==> src/rtl/fb_port_arbiter.sv <==
// Framebuffer single-port arbiter: scan-out reads win, queued pixel writes retire on idle cycles.
// Optional framebuffer fill engine is built when FB_CLEAR_EN is defined.
module fb_port_arbiter #(
  parameter int ADDR_W     = 17,
  parameter int DATA_W     = 12,
  parameter int FB_SIZE    = 19200,
  parameter int FIFO_DEPTH = 8
) (
  input  logic                          clk,
  input  logic                          reset,
  input  logic                          rd_active,
  input  logic [ADDR_W-1:0]             rd_addr,
  input  logic                          wr_valid,
  output logic                          wr_ready,
  input  logic [ADDR_W-1:0]             wr_addr,
  input  logic [DATA_W-1:0]             wr_data,
  input  logic                          clr_req,
  input  logic [DATA_W-1:0]             clr_color,
  output logic                          clr_busy,
  output logic [$clog2(FIFO_DEPTH):0]   fifo_level,
  output logic [7:0]                    err_cnt,
  output logic [ADDR_W-1:0]             ram_addr,
  output logic                          ram_we,
  output logic [DATA_W-1:0]             ram_wdata
);
  localparam int PTR_W = $clog2(FIFO_DEPTH);
  localparam int LVL_W = PTR_W + 1;

  typedef struct packed {
    logic [ADDR_W-1:0] addr;
    logic [DATA_W-1:0] data;
  } wr_req_t;

`ifdef FB_CLEAR_EN
  typedef enum logic [1:0] {IDLE, DRAIN, CLEAR} state_t;
`else
  typedef enum logic {IDLE, DRAIN} state_t;
`endif

  state_t              state_q, state_d;
  wr_req_t             fifo_q [FIFO_DEPTH];
  logic [PTR_W-1:0]    wptr_q, wptr_d, rptr_q, rptr_d;
  logic [LVL_W-1:0]    level_q, level_d;
  logic [7:0]          err_q, err_d;
  logic [ADDR_W-1:0]   ram_addr_q, ram_addr_d;
  logic                ram_we_q, ram_we_d;
  logic [DATA_W-1:0]   ram_wdata_q, ram_wdata_d;
  logic                full, push_hs, in_range, push, pop, in_clear;
  wr_req_t             head;

`ifdef FB_CLEAR_EN
  logic [ADDR_W-1:0]   clr_ptr_q, clr_ptr_d;
  logic [DATA_W-1:0]   clr_color_q, clr_color_d;
  assign in_clear = (state_q == CLEAR);
`else
  logic unused_clr;
  assign unused_clr = ^{clr_req, clr_color};
  assign in_clear   = 1'b0;
`endif

  // Out-of-range pixels still complete the handshake so the writer never stalls on them.
  assign full     = (level_q == LVL_W'(FIFO_DEPTH));
  assign push_hs  = wr_valid && !full;
  assign in_range = (wr_addr < ADDR_W'(FB_SIZE));
  assign push     = push_hs && in_range;
  assign pop      = !rd_active && !in_clear && (level_q != '0);
  assign head     = fifo_q[rptr_q];

  always_comb begin
    state_d     = state_q;
    wptr_d      = push ? wptr_q + 1'b1 : wptr_q;
    rptr_d      = pop  ? rptr_q + 1'b1 : rptr_q;
    level_d     = level_q + LVL_W'(push) - LVL_W'(pop);
    err_d       = (push_hs && !in_range && err_q != 8'hFF) ? err_q + 8'd1 : err_q;
    ram_addr_d  = ram_addr_q;
    ram_wdata_d = ram_wdata_q;
    ram_we_d    = 1'b0;
`ifdef FB_CLEAR_EN
    clr_ptr_d   = clr_ptr_q;
    clr_color_d = clr_color_q;
`endif

    if (rd_active) begin
      ram_addr_d = rd_addr;
`ifdef FB_CLEAR_EN
    end else if (in_clear) begin
      ram_addr_d  = clr_ptr_q;
      ram_wdata_d = clr_color_q;
      ram_we_d    = 1'b1;
`endif
    end else if (pop) begin
      ram_addr_d  = head.addr;
      ram_wdata_d = head.data;
      ram_we_d    = 1'b1;
    end

    case (state_q)
`ifdef FB_CLEAR_EN
      CLEAR: begin
        // Pointer only advances on cycles the reader leaves the port free.
        if (!rd_active) begin
          if (clr_ptr_q == ADDR_W'(FB_SIZE - 1))
            state_d = (level_d != '0) ? DRAIN : IDLE;
          else
            clr_ptr_d = clr_ptr_q + 1'b1;
        end
      end
`endif
      default: begin
        state_d = (level_d != '0) ? DRAIN : IDLE;
`ifdef FB_CLEAR_EN
        if (clr_req) begin
          state_d     = CLEAR;
          clr_ptr_d   = '0;
          clr_color_d = clr_color;
        end
`endif
      end
    endcase
  end

  always_ff @(posedge clk) begin
    if (reset) begin
      state_q     <= IDLE;
      wptr_q      <= '0;
      rptr_q      <= '0;
      level_q     <= '0;
      err_q       <= '0;
      ram_addr_q  <= '0;
      ram_we_q    <= 1'b0;
      ram_wdata_q <= '0;
`ifdef FB_CLEAR_EN
      clr_ptr_q   <= '0;
      clr_color_q <= '0;
`endif
    end else begin
      state_q     <= state_d;
      wptr_q      <= wptr_d;
      rptr_q      <= rptr_d;
      level_q     <= level_d;
      err_q       <= err_d;
      ram_addr_q  <= ram_addr_d;
      ram_we_q    <= ram_we_d;
      ram_wdata_q <= ram_wdata_d;
`ifdef FB_CLEAR_EN
      clr_ptr_q   <= clr_ptr_d;
      clr_color_q <= clr_color_d;
`endif
    end
  end

  always_ff @(posedge clk) begin
    if (push) fifo_q[wptr_q] <= '{addr: wr_addr, data: wr_data};
  end

  assign wr_ready   = !full;
  assign fifo_level = level_q;
  assign err_cnt    = err_q;
  assign ram_addr   = ram_addr_q;
  assign ram_we     = ram_we_q;
  assign ram_wdata  = ram_wdata_q;
`ifdef FB_CLEAR_EN
  assign clr_busy   = in_clear;
`else
  assign clr_busy   = 1'b0;
`endif

endmodule
==> config.mk <==
export PLATFORM = sky130hd
export DESIGN_NAME = fb_port_arbiter
export DESIGN_NICKNAME = d
export VERILOG_FILES = /design/src/rtl/fb_port_arbiter.sv
export SDC_FILE = /design/constraint.sdc
export NUM_CORES = 1
export LEC_CHECK = 0
export BUFFER_PORTS_ARGS = -buffer_cell sky130_fd_sc_hd__buf_2
export CAP_MARGIN = 15
export CORE_MARGIN = 8
export CORE_UTILIZATION = 55
export DETAILED_ROUTE_END_ITERATION = 8
export GPL_TIMING_DRIVEN = 0
export PLACE_DENSITY = 0.72
export SLEW_MARGIN = 20
export SYNTH_ARGS = -nofsm -noshare
export SYNTH_HDL_FRONTEND = slang
export SYNTH_SLANG_ARGS = --single-unit
==> constraint.sdc <==
create_clock -name clk -period 9.2 [get_ports clk]
set_clock_uncertainty 0.1 [all_clocks]
set_input_delay 0.46 -clock clk [delete_from_list [all_inputs] [get_ports clk]]
set_output_delay 0.46 -clock clk [all_outputs]
set_load 0.02 [all_outputs]
==> After elaboration in Yosys (flattened, before gate mapping) <==
Memory sizes are Yosys's and may differ from the RTL's. A register that Yosys moved wholly into a read port is not among the register bits.
Cells that the tools add are included.
{ "classes": {"add_sub_neg": 5, "n_mul": 0, "n_div": 0, "order_cmp": 1, "n_eq_ne": 2, "shift": 0, "mux": 7, "bitwise": 1, "n_reduce_logical": 12} }
{ "ops": {"columns": ["op", "count"], "rows": [
  ["$mux 17", 2],
  ["$lt 17x15->1 const B", 1],
  ["$add 8x1->8 const B", 1],
  ["$ne 8x8->1 const B", 1],
  ["$add 3x1->3 const B", 2],
  ["$mux 3", 2],
  ["$logic_and 1x1->1", 5],
  ["$add 4x1->4", 1],
  ["$eq 4x4->1 const B", 1],
  ["$reduce_bool 4->1", 1],
  ["$sub 4x1->4", 1],
  ["$logic_not 1->1", 3],
  ["$mux 1", 3],
  ["$reduce_and 2->1", 1],
  ["$reduce_bool 2->1", 1],
  ["$reduce_or 2->1", 1],
  ["$not 1->1", 1]
]} }
{ "word_totals": {"ff_bits": 48, "latch_bits": 0, "mem_bits_rw": 232, "mem_bits_ro": 0, "input_bits": 63, "out_inout_bits": 44, "wordCells": 36, "memories": 1} }
{ "memory_table": {"columns": ["name", "words", "word_bits", "rd", "rd_clocked_by_memory_dff", "write_ports", "line", "text"], "rows": [
  ["fifo_q", 8, 29, 1, 1, 1, "41", "wr_req_t fifo_q [FIFO_DEPTH];"]
]} }

==> Logic depth before layout (Yosys ltp) <==
{ "logic_depth": {"word_depth": 6, "depth_mapped": 12, "ltp_nobuf": 11} }

==> Worst setup path after synthesis <==
No wires, ideal clock.
{ "synth_path": {"path_type": "reg2reg", "startpoint": "register level_q[2] (netlist: fifo_level[2])", "endpoint": "memory fifo_q[0][0] (netlist bit) (enable)", "t_arrival_ps": 4328, "required_ps": 8612, "slack_ps": 4284, "stages_incl_launch_ff": 7, "n_path_buf": 1, "cell_sequence": "dfxtp_1 > inv_1 > ha_1 > or3b_2 > clkbuf_1 > nand3_1 > nor4_1"} }
{ "synth_between": {"elab_chain_cells": 6} }
{ "synth_lines": {"columns": ["element", "line", "text"], "rows": [
  ["from (decl)", "43", "logic [LVL_W-1:0] level_q, level_d;"],
  ["from (signal assigned)", "140", "level_q <= level_d;"],
  ["$eq 4x4->1", "62", "assign full = (level_q == LVL_W'(FIFO_DEPTH));"],
  ["$logic_not 1->1", null, null],
  ["via wr_ready", "14", "output logic wr_ready,"],
  ["$logic_and 1x1->1", "63", "assign push_hs = wr_valid && !full;"],
  ["$logic_and 1x1->1", "65", "assign push = push_hs && in_range;"],
  ["$mux 1", "153", "if (push) fifo_q[wptr_q] <= '{addr: wr_addr, data: wr_data};"],
  ["$mux 1 (implied by the code)", "153", null],
  ["to (decl)", "41", null]
]} }
The timed path passes the listed nets, and every way through them passes these cells.

==> Worst setup path in the final report <==
{ "layout_path": {"startpoint": "input wr_addr[13]", "endpoint": "memory fifo_q[4][9] (netlist bit) (enable)"} }
{ "layout_between": {"elab_chain_cells": 4} }
{ "layout_lines": {"columns": ["element", "line", "text"], "rows": [
  ["from (decl)", "15", "input logic [ADDR_W-1:0] wr_addr,"],
  ["$lt 17x15->1", "64", "assign in_range = (wr_addr < ADDR_W'(FB_SIZE));"],
  ["$logic_and 1x1->1", "65", null],
  ["$mux 1", "153", null],
  ["$mux 1 (implied by the code)", "153", null]
]} }
No other way between the ends.

==> impl_metrics.csv <==
group,metric,value,unit
pwr,pwr-share-clk,35.0,%
yosys,synthMuxAreaShare,15.6,%
pwr,power.density,257,mW/mm2
global_routing,grt.total_usage,19.7,%
floorplanning,rows,51,
cts,clock_latency,0.53,ns
yosys,synth_compound_area_share,4.15,%
sta,tns,0,ns
flow_run,maxCapViolCount,0,
finish,antenna_cells,0,
yosys,ys_types,42,
placement,pre_cts_ws,5.42,ns
cts,post_cts_resized,0,
sta,setup_slack,5.89,ns
cts,ctsHoldBuffers,0,
global_routing,grt_pass1_vias,6314,
yosys,synth_top_area_share,64.0,%
setup_path,setup.worst_path.end_class,"flip-flop",
cts,path_clk_slew,0.06,ns
cts,tritoncts,"built",
cts,cts_sinks,283,
setup_path,critPathArrivalTime,3.46,ns
sta,period_needed,3.31,ns
floorplanning,chipHeight,157,um
pwr,combPwrFrac,20.3,%
finish,nFillCells,1296,
setup_path,path_class,"primary input to flip-flop",
setup_path,cp_max_fo,10,
cts,cts-root-buf,"clkbuf_16",
yosys,synth_common_cells,"232 x edfxtp_1, 51 x dfxtp_1, 46 x mux4_2, 43 x nor2_1, 24 x mux2i_1",
global_routing,grt_max_degree,20,
placement,numPortBuffers,90,
yosys,yosysMostFrequentCell,"edfxtp_1",
global_routing,antenna_found_initial,2,
floorplanning,core,0.0195,mm2
cts,cts_buffers,29,
yosys,syn_inst,581,
finish,drive_above_1_share,32.0,%
floorplanning,die_area,0.0245,mm2
floorplanning,start_util,55.9,%
detailed_routing,firstDrtPassIters,5,
yosys,avgSynthCellArea,18.7,um2
finish,syn_to_final_growth,18.9,%
sta,rsz0062_at_grt,"no",
detailed_routing,vias,6038,
placement,gp_congestion,0.764,
detailed_routing,wl_per_cell,23.6,um
detailed_routing,ant_nets,0,
yosys,synth_area,0.0109,mm2
yosys,synth_edf_count,232,
setup_path,start_kind,"primary input",
floorplanning,pin_count,107,
sta,worst_pin_slew,0.812,ns
detailed_routing,viasPerCell,5.95,
yosys,synth_largest_area_cell,"edfxtp_1",
pwr,switching_share,26.6,%
yosys,post_synth_fa_ha_maj_area_fraction,1.22,%
sta,slew_headroom,45.6,%
yosys,ys_async_sr_fraction,0,%
global_routing,grt_pass1_wl,36000,um
detailed_routing,drc,0,
yosys,synth.net_count,654,
finish,nets,801,
detailed_routing,drt_iter0_drc,379,
worst_hold_path,hold_path.class,"primary input to flip-flop",
global_routing,grt-ovfl-total,0,
yosys,synthFlopType,"edfxtp_1",
yosys,synth_xor_area_share,0.241,%
cts,clockBufferDepth,3,
floorplanning,die_w,157,um
pwr,switchingPower,0.885,mW
run_status,status,"completed",
sta,max_freq,302,MHz
yosys,yosysSeqAreaShare,73.4,%
sta,finalSetupViolations,0,
yosys,yosys.area_share.simple,3.60,%
sta,hold_viol_final,0,
sta,fin_crit_sh,36.0,%
sta,drv_slew,0,
setup_path,worstPathRequired,9.34,ns
detailed_routing,wl,24000,um
pwr,power_leakage,4.42,nW
pwr,peakVddDrop,0.188,mV
placement,hpwl,16300,um
pwr,seqPwrFrac,44.6,%
cts,htree_levels,1,
cts,post_cts_buffers,0,
yosys,synth.yosys.warnings,0,
yosys,ys_ff_latch,283,
pwr,internal-power,2.45,mW
yosys,synthTopCellsByArea,"edfxtp_1 64%, mux4_2 9.5%, dfxtp_1 9.4%, mux4_1 2.9%, mux2i_1 2.2%",
yosys,synth_top_family_by_area,"multiplexers",
==> sequential cells by signal, indices dropped and copies added, names as in the netlist, named ones only <==
name        count
ram_addr       17
ram_wdata      12
fifo_q        232
ram_we          1
wptr_q          3
err_cnt         8
fifo_level      4
rptr_q          3
==> path summary, 6_finish.rpt <==
kind                                     from  slack, ns            end  cells after the start
worst max-delay path              wr_addr[13]       5.89   fifo_q[4][9]                      9
worst min-delay path               wr_addr[7]       0.09  fifo_q[1][19]                      1
worst max register to register  fifo_level[2]       5.93   fifo_q[4][9]                      9
worst min register to register   ram_addr[15]       0.40   ram_addr[15]                      2
==> power groups by stage <==
stage                     clock [mW]  sequential, mW  combinational (mW)
final                           1.17            1.49               0.678
after global placement             0            1.51               0.661
after global routing            1.23            1.49               0.737
after CTS                       1.18            1.49               0.687
after detailed placement           0            1.51               0.682
after floorplan                    0            1.56               0.420
==> through the flow <==
stage          total power, mW  hold WS (ns)  util [%]  area, um2  std cells
2_1_floorplan             1.98         0.354         -      10900        581
3_3_place_gp              2.17         0.371      59.9      11700        936
3_5_place_dp              2.19         0.381      61.6      12000        962
4_1_cts                   3.35        0.0754      66.5      12900       1014
5_1_grt                   3.46        0.0905      66.5      12900       1014
6_report                  3.33        0.0893      66.5      12900       1014
==> critical path, stage by stage <==
cell,delay (ns)
buf_2,0.16
o21ai_0,0.35
o211a_1,0.34
buf_1,0.39
nand4_1,0.44
nor3_2,0.72
buf_6,0.24
buf_4,0.19
buf_6,0.17
==> layout make-up <==
cell class              instances  area [um2]  area share, %
flip-flops and latches        283        7990           61.7
multi-input cells             254        2750           21.2
clock buffers                  36         772           5.97
repair buffers                116         718           5.55
well taps                     265         332           2.56
clock inverters                16         188           1.45
plain buffers                  33         155           1.20
inverters                      11        41.3          0.319
==> cell usage in the layout (no fill, tap or decap), types with 3 or more instances in the layout <==
cell,netlist,final
edfxtp_1,232,232
buf_2,13,107
dfxtp_1,51,51
mux4_2,46,46
nor2_1,43,40
clkbuf_16,0,29
mux2i_1,24,24
a211oi_1,22,22
clkbuf_1,14,19
o21ai_0,15,15
buf_4,2,13
mux4_1,12,12
a21oi_1,11,11
inv_1,10,10
buf_6,1,9
mux2_2,9,9
ha_1,9,9
nand2_1,8,8
a222oi_1,6,6
nand4_1,5,5
clkinv_2,0,5
clkinv_1,1,4
nand3_1,4,4
nor3_2,0,4
nor2b_1,4,4
bufinv_16,0,4
buf_1,3,3
nor2_4,0,3
nand2b_1,3,3
o211ai_1,3,3
or3_1,3,3
o31ai_1,3,3
or4_1,3,3
clkinvlp_4,0,3
==> layer usage <==
| metal | vias up | track usage, % | routed length, um |
|---|---|---|---|
| met5 | - | 0 | 18 |
| li1 | 2651 | - | - |
| met2 | 249 | 32.5 | 11600 |
| met4 | 4 | 6.27 | 628 |
| met3 | 53 | 4.61 | 2060 |
| met1 | 3081 | 25.6 | 9640 |
==> kinds of logic (layout without fill, tap and decap cells) <==
kind of cell / after synthesis / after routing
fa+ha+maj: 10 / 10
simple gates: 83 / 83
xor+xnor: 3 / 3
buf+inv: 44 / 212
compound gates: 66 / 66
flops: 283 / 283
other cells: 1 / 1
mux: 91 / 91
Note: power is estimated with default switching activity, not from simulation.
